File: src/rtl/apb_timer_pkg.sv
// apb_timer_pkg: register map, control/status bit positions, reset values and address decode.
package apb_timer_pkg;
  localparam logic [7:0] OFF_CTRL   = 8'h00;
  localparam logic [7:0] OFF_COUNT  = 8'h04;
  localparam logic [7:0] OFF_CMP    = 8'h08;
  localparam logic [7:0] OFF_STATUS = 8'h0C;
  localparam logic [7:0] OFF_PRESC  = 8'h10;
  localparam int CTRL_EN   = 0;
  localparam int CTRL_AR   = 1;
  localparam int CTRL_IE   = 2;
  localparam int STATUS_MF = 0;
  localparam logic [2:0]  CTRL_RST   = 3'b000;
  localparam logic        STATUS_RST = 1'b0;
  localparam logic [15:0] PRESC_RST  = 16'h0000;
  typedef enum logic [2:0] {R_CTRL, R_COUNT, R_CMP, R_STATUS, R_PRESC, R_NONE} reg_sel_e;
  function automatic reg_sel_e decode(input logic [31:0] a);
    return a == 32'(OFF_CTRL)   ? R_CTRL   :
           a == 32'(OFF_COUNT)  ? R_COUNT  :
           a == 32'(OFF_CMP)    ? R_CMP    :
           a == 32'(OFF_STATUS) ? R_STATUS :
           a == 32'(OFF_PRESC)  ? R_PRESC  : R_NONE;
  endfunction
endpackage

File: src/rtl/apb_timer_presc.sv
// apb_timer_presc: emits one tick every div+1 enabled cycles; disabling or restarting clears the count.
module apb_timer_presc (
  input  logic        clk,
  input  logic        rst_n,
  input  logic        en,
  input  logic        restart,
  input  logic [15:0] div,
  output logic        tick
);
  logic [15:0] cnt_q, cnt_d;
  always_comb begin
    tick  = en & ~restart & (cnt_q == div);
    cnt_d = (!en || restart || tick) ? 16'h0000 : cnt_q + 16'd1;
  end
  always_ff @(posedge clk or negedge rst_n)
    if (!rst_n) cnt_q <= 16'h0000;
    else        cnt_q <= cnt_d;
endmodule

File: src/rtl/apb_timer.sv
// apb_timer: APB-programmable up-counter with compare match, auto-reload and level interrupt.
// Optional prescaler enabled by defining APB_TIMER_PRESC_EN.
module apb_timer
  import apb_timer_pkg::*;
#(
  parameter int a_w   = 8,
  parameter int cnt_w = 32
) (
  input  logic           pclk,
  input  logic           presetn,
  input  logic [a_w-1:0] paddr,
  input  logic [31:0]    pwdata,
  output logic [31:0]    prdata,
  input  logic           pwrite,
  input  logic           psel,
  input  logic           penable,
  output logic           pready,
  output logic           irq
);
  reg_sel_e         sel;
  logic             wr, rd_setup, cnt_wr, tick, match;
  logic [2:0]       ctrl_q, ctrl_d;
  logic [cnt_w-1:0] count_q, count_d, cmp_q, cmp_d;
  logic             mf_q, mf_d;
  logic [31:0]      prdata_q, prdata_d, rd_data;
  logic [15:0]      presc_rd;
  logic             unused_ok;
  assign unused_ok = ^{pwdata, paddr[1:0]};
  assign sel      = decode(32'({paddr[a_w-1:2], 2'b00}));
  assign wr       = psel & penable & pwrite;
  assign rd_setup = psel & ~penable & ~pwrite;
  assign pready   = psel & penable;
  assign prdata   = prdata_q;
  assign irq      = mf_q & ctrl_q[CTRL_IE];
`ifdef APB_TIMER_PRESC_EN
  logic [15:0] presc_q, presc_d;
  logic        presc_wr, presc_tick;
  assign presc_wr = wr && sel == R_PRESC;
  assign presc_d  = presc_wr ? pwdata[15:0] : presc_q;
  assign presc_rd = presc_q;
  assign tick     = ctrl_q[CTRL_EN] & presc_tick;
  apb_timer_presc u_presc (
    .clk     (pclk),
    .rst_n   (presetn),
    .en      (ctrl_q[CTRL_EN]),
    .restart (presc_wr),
    .div     (presc_q),
    .tick    (presc_tick)
  );
  always_ff @(posedge pclk or negedge presetn)
    if (!presetn) presc_q <= PRESC_RST;
    else          presc_q <= presc_d;
`else
  assign presc_rd = 16'h0000;
  assign tick     = ctrl_q[CTRL_EN];
`endif
  always_comb begin
    cnt_wr   = wr && sel == R_COUNT;
    match    = tick & ~cnt_wr & (count_q == cmp_q);
    ctrl_d   = (wr && sel == R_CTRL) ? pwdata[2:0] : ctrl_q;
    cmp_d    = (wr && sel == R_CMP) ? pwdata[cnt_w-1:0] : cmp_q;
    count_d  = cnt_wr ? pwdata[cnt_w-1:0] :
               !tick ? count_q :
               (match && ctrl_q[CTRL_AR]) ? '0 : count_q + cnt_w'(1);
    // a match in the same cycle as a W1C wins, so no event is lost
    mf_d     = match | (mf_q & ~(wr && sel == R_STATUS && pwdata[STATUS_MF]));
    rd_data  = sel == R_CTRL   ? 32'(ctrl_q)   :
               sel == R_COUNT  ? 32'(count_q)  :
               sel == R_CMP    ? 32'(cmp_q)    :
               sel == R_STATUS ? 32'(mf_q)     :
               sel == R_PRESC  ? 32'(presc_rd) : 32'h0;
    prdata_d = rd_setup ? rd_data : prdata_q;
  end
  always_ff @(posedge pclk or negedge presetn)
    if (!presetn) begin
      ctrl_q   <= CTRL_RST;
      count_q  <= '0;
      cmp_q    <= '0;
      mf_q     <= STATUS_RST;
      prdata_q <= 32'h0;
    end else begin
      ctrl_q   <= ctrl_d;
      count_q  <= count_d;
      cmp_q    <= cmp_d;
      mf_q     <= mf_d;
      prdata_q <= prdata_d;
    end
endmodule

File: config.mk
export PLATFORM = sky130hd
export DESIGN_NAME = apb_timer
export DESIGN_NICKNAME = d
export VERILOG_FILES = /design/src/rtl/apb_timer_pkg.sv /design/src/rtl/apb_timer_presc.sv /design/src/rtl/apb_timer.sv
export SDC_FILE = /design/constraint.sdc
export NUM_CORES = 1
export LEC_CHECK = 0
export BUFFER_PORTS_ARGS = -buffer_cell sky130_fd_sc_hd__buf_2
export CORE_MARGIN = 5
export CORE_UTILIZATION = 52
export CTS_CLUSTER_DIAMETER = 100
export CTS_CLUSTER_SIZE = 14
export DETAILED_ROUTE_END_ITERATION = 6
export HOLD_SLACK_MARGIN = 0.12
export PLACE_DENSITY = 0.77
export SETUP_SLACK_MARGIN = 0.05
export SLEW_MARGIN = 20
export SYNTH_ARGS = -nofsm -noshare
export SYNTH_HDL_FRONTEND = slang
export SYNTH_SLANG_ARGS = --single-unit
export TNS_END_PERCENT = 10
File: constraint.sdc
create_clock -name pclk -period 1.91 [get_ports pclk]
set_input_delay 0.2865 -clock pclk [delete_from_list [all_inputs] [get_ports pclk]]
set_output_delay 0.2865 -clock pclk [all_outputs]
set_load 0.02 [all_outputs]
### After elaboration in Yosys (flattened, before gate mapping)

Index checks and enable logic that the tools add are counted.

| operators by class | value |
|---|---|
| $add $sub $neg | 1 |
| reductions and logical operators | 9 |
| bitwise gates (word level) | 13 |
| shift operators | 0 |
| divide/modulo/power cells | 0 |
| multiply operators | 0 |
| mux-type cells | 12 |
| eq/ne operators | 8 |
| $lt $le $gt $ge | 0 |

Operator list:

| kind | count |
|---|---|
| 32-bit two-way mux | 6 |
| 32-bit by 1-bit adder with 32-bit output (second input constant) | 1 |
| 32-bit == test | 1 |
| 6-bit by 2-bit == test with 1-bit output (second input constant) | 2 |
| 3-bit two-way mux | 4 |
| 1-bit bitwise AND | 8 |
| 3-bit by 2-bit == test with 1-bit output (second input constant) | 2 |
| 6-bit by 1-bit == test with 1-bit output (second input constant) | 1 |
| 6-bit by 3-bit == test with 1-bit output (second input constant) | 1 |
| 1-bit logical AND | 6 |
| 6-bit logical NOT | 1 |
| 1-bit inverter | 4 |
| 3-bit by 1-bit == test with 1-bit output (second input constant) | 1 |
| 3-bit logical NOT | 1 |
| 1-bit two-way mux | 2 |
| 2-bit nonzero test | 1 |
| 1-bit OR | 1 |

| storage, ports and cells | value |
|---|---|
| bits in read-only memories | 0 |
| memories kept | 0 |
| latch bits | 0 |
| bits of input ports | 45 |
| word-level logic and storage cells | 48 |
| memory bits (writable) | 0 |
| flip-flop bits (word level) | 100 |

### Depth between registers and ports, before layout

| depth | value |
|---|---|
| word-level depth | 15 |
| mapped depth | 9 |
| mapped depth without buffers | 8 |

### Worst setup path after synthesis

Ideal clock, no wire load.

| path | value |
|---|---|
| path type | register -> register |
| start | register count_q[15] |
| end | register count_q[7] |
| stages on the path, launching flop included | 10 |
| data arrival time | 1.839 ns |
| path slack | -0.049 ns |
| buffers on the path | 2 |
| required time | 1.790 ns |
| setup time | 0.120 ns |
| cell sequence | dfrtp_1 buf_2 xor2_1 nor4_1 and3_1 and4_4 nor2b_1 buf_4 a22o_1 a31o_2 |

| on the way | value |
|---|---|
| longest elaborated chain between the ends | 6 |

Ends and longest elaborated chain:

| element | RTL line | source |
|---|---|---|
| from (decl) | apb_timer.sv:23 | `logic [cnt_w-1:0] count_q, count_d, cmp_q, cmp_d;` |
| from (signal assigned) | apb_timer.sv:83 | `count_q <= count_d;` |
| 32-bit == test | apb_timer.sv:59 | `match = tick & ~cnt_wr & (count_q == cmp_q);` |
| 1-bit bitwise AND | apb_timer.sv:59 |  |
| 1-bit logical AND | apb_timer.sv:64 | `(match && ctrl_q[CTRL_AR]) ? '0 : count_q + cnt_w'(1);` |
| 32-bit two-way mux | apb_timer.sv:64 |  |
| 32-bit two-way mux | apb_timer.sv:63 | `!tick ? count_q :` |
| 32-bit two-way mux | apb_timer.sv:62 | `count_d = cnt_wr ? pwdata[cnt_w-1:0] :` |

No other way between the ends. The select of a mux whose other input is x is not followed.
A chain may end at the register's enable or synchronous reset.

### Worst setup path in the final report

| path | value |
|---|---|
| start | register count_q[3] |
| end | register count_q[13] |

| on the way | value |
|---|---|
| longest elaborated chain between the ends | 6 |

Ends and longest elaborated chain:

| element | RTL line |
|---|---|
| branches (longest 3 deep; another with 32-bit by 1-bit adder with 32-bit output) | -- |
| 32-bit two-way mux * | apb_timer.sv:64 |
| 32-bit two-way mux * | apb_timer.sv:63 |
| 32-bit two-way mux * | apb_timer.sv:62 |

Mark *: on every way between the ends. The select of a mux whose other input is x is not followed.

==> reports/qor.yml <==
status: "finished, violations left"
violations: "setup timing"
critPathKind: "register to register"
final_common_cell: "buf_4"
pre_cts_ws_ps: -323
io_buffers: 76
slew_headroom: 0.646
vdd_ir_drop_max_mv: 0.813
mostFrequentLayoutCells: "103 x buf_4, 100 x dfrtp_1, 80 x nor2_1"
total_power_mw: 5.51
power_leakage_nw: 3.13
synth_edf_count: 0
start_kind: "register"
setup_viol: 32
slowest_stage: "dfrtp_1"
drv_slew: 0
final_antenna_net_count: 0
start_util: 0.535
final_hold_viol_count: 0
std_cell_rows: 36
dieArea_um2: 12200
place_congestion: 0.952
drtIter0Drc: 318
drv_cap: 0
min_period_ps: 2230
cpPeakStageDelay_ps: 390
synth.distinct_cells: 46
die_x_um: 110
dpl_cell_area_um2: 6460
cts_inserted_buffers: 9
dp.final_hpwl_um: 11100
worst_ep_arrival_time_ps: 2490
root_buffer: "clkbuf_8"
fillers: 749
seq_area_um2: 2500
fin_cells: 826
routedWlPerCell_um: 18.9
dieHeight_um: 110
vias_per_cell: 5.72
path_cells: "xor2_1 -> nor4_1 -> and3_2 -> and4_4 -> buf_4 -> buf_8 -> o22ai_1 -> a41oi_1 -> a21oi_1"
final_layout_size_suffix_gt1_frac: 0.388
synth_flop_cell: "dfrtp_1"
io_pins: 79
finalWorstSetupSlack_ps: -315
area_delta_synth_final_pct: 30.9
wirelength_um: 15600
dr_total_vias: 4722
cellPowerDensity_nw_per_um2: 805
end_kind: "register"
clock-sinks: 100
clock_path_buffers: 2
multi_input_area_um2: 2630
ys_seq_area_frac: 0.478
antenna_found_initial: 0
final_area_um2: 6850
syn_inst: 523
rsz0062_at_grt: "true"
fp.coreArea_um2: 9770
max_freq_mhz: 449
worstPathRequired_ps: 2180
grt_overflow_total: 0
h-tree-depth: 3
synth_area_um2: 5230
hold_path_class: "input pin to register"
final_util: 0.700
syn_nets: 569
synth.ff_latch_count: 100
grt_usage: 0.269
grt_max_degree: 101
grt_pass1_wl_um: 24800
async_reset_ff_frac: 1.00
ys_warn_count: 0
fin_crit_sh: 1.16
nNetsFinal: 734
dr.pass1.iters: 5
cts_tree: "built"
place_inst: 806
whs_ps: 131
grt_pass1_vias: 4868
setup_tns_ps: -5430
clk_pin_slew_worst_paths_ps: 100
drc: 0
syn-mean-instance-area_um2: 10.0
tightest_slew_ps: 530
clock_skew_ps: 12.6
clock_latency_ps: 380
diodes: 0
crit_fanout: 3
layer usage:
metal / global-route usage / share of wire / wire, µm
met4: 0.0774 / 0.021 / 322
met1: 0.345 / 0.41 / 6330
met5: 0 / 0 / 0
met2: 0.466 / 0.51 / 8000
met3: 0.0507 / 0.060 / 930
critical path: cells and delay by family, from the launching register on:
family          cells  cell delay (ps)
simple gates        3              950
flops               1              390
compound gates      3              350
buf+inv             2              210
xor+xnor            1              200
flip-flops by register name (all words and copies together) (netlist names):
| name | count |
|---|---|
| cmp_q | 32 |
| count_q | 32 |
| prdata | 32 |
| ctrl_q | 3 |
| mf_q | 1 |
area by class of cell:
type | count | area share
Clock buffer | 10 | 0.0186
Clock inverter | 6 | 0.0165
Inverter | 7 | 0.00384
Multi-Input combinational cell | 382 | 0.383
Sequential cell | 100 | 0.366
Tap cell | 133 | 0.0243
Timing Repair Buffer | 188 | 0.188
worst paths after layout:
check                      depth (start not counted)                   start  slack, ps                 endpoint
setup / recovery                                   9  count_q[3]$_DFFE_PN0P_       -320  count_q[13]$_DFFE_PN0P_
hold / removal                                     3              pwdata[25]        130  count_q[25]$_DFFE_PN0P_
setup reg to reg                                   9  count_q[3]$_DFFE_PN0P_       -320  count_q[13]$_DFFE_PN0P_
hold reg to reg                                    2   prdata[2]$_DFFE_PN0P_        480    prdata[2]$_DFFE_PN0P_
max in group asynchronous                          3                 presetn       1000    ctrl_q[2]$_DFFE_PN0P_
min in group asynchronous                          3                 presetn        520    cmp_q[17]$_DFFE_PN0P_
timing repair:
action                                  CTS  global route
endpoints found under the setup margin   32            33
hold buffers                              1             0
pin swaps                                 9             7
gates resized for setup                  24             6
setup buffers                             1             2
endpoints found under the hold margin   100             0
power breakdown:
| group | total [mW] | switching, mW | internal [mW] |
|---|---|---|---|
| clock network | 1.63 | 0.760 | 0.870 |
| logic | 1.38 | 0.747 | 0.630 |
| registers | 2.51 | 0.168 | 2.34 |
| total | 5.51 | 1.67 | 3.84 |
synth_stat cells, types with 6 or more instances:
library cell  instances  area [µm²]
o21ai_1               9        45.0
dfrtp_1             100        2500
nand2_1              46         173
inv_1                 7        26.3
and3_1                8        50.1
o21ai_0              16        80.1
mux2_2               36         405
xnor2_1              31         272
nor3_1                6        30.0
nand4_1              19         119
nor2_1               83         312
clkbuf_1             14        52.6
buf_2                14        70.1
xor2_1               21         184
a31oi_1               7        43.8
nand3_1              16        80.1
a221oi_1             28         245
nor4_1                6        37.5
o31ai_2              10         125
kinds of logic (layout without fill, tap and decap cells):
kind of cell | Yosys count | count (layout) | synth area share
AO/OA/AOI/OAI | 82 | 82 | 0.119
XOR/XNOR | 52 | 52 | 0.0871
adder cells (fa/ha/maj) | 1 | 1 | 0.00239
buffers and inverters | 41 | 211 | 0.0364
flip-flops | 100 | 100 | 0.478
multiplexers | 39 | 39 | 0.0856
AND/OR/NAND/NOR | 208 | 208 | 0.191
Note: power is estimated with default switching activity, not from simulation.
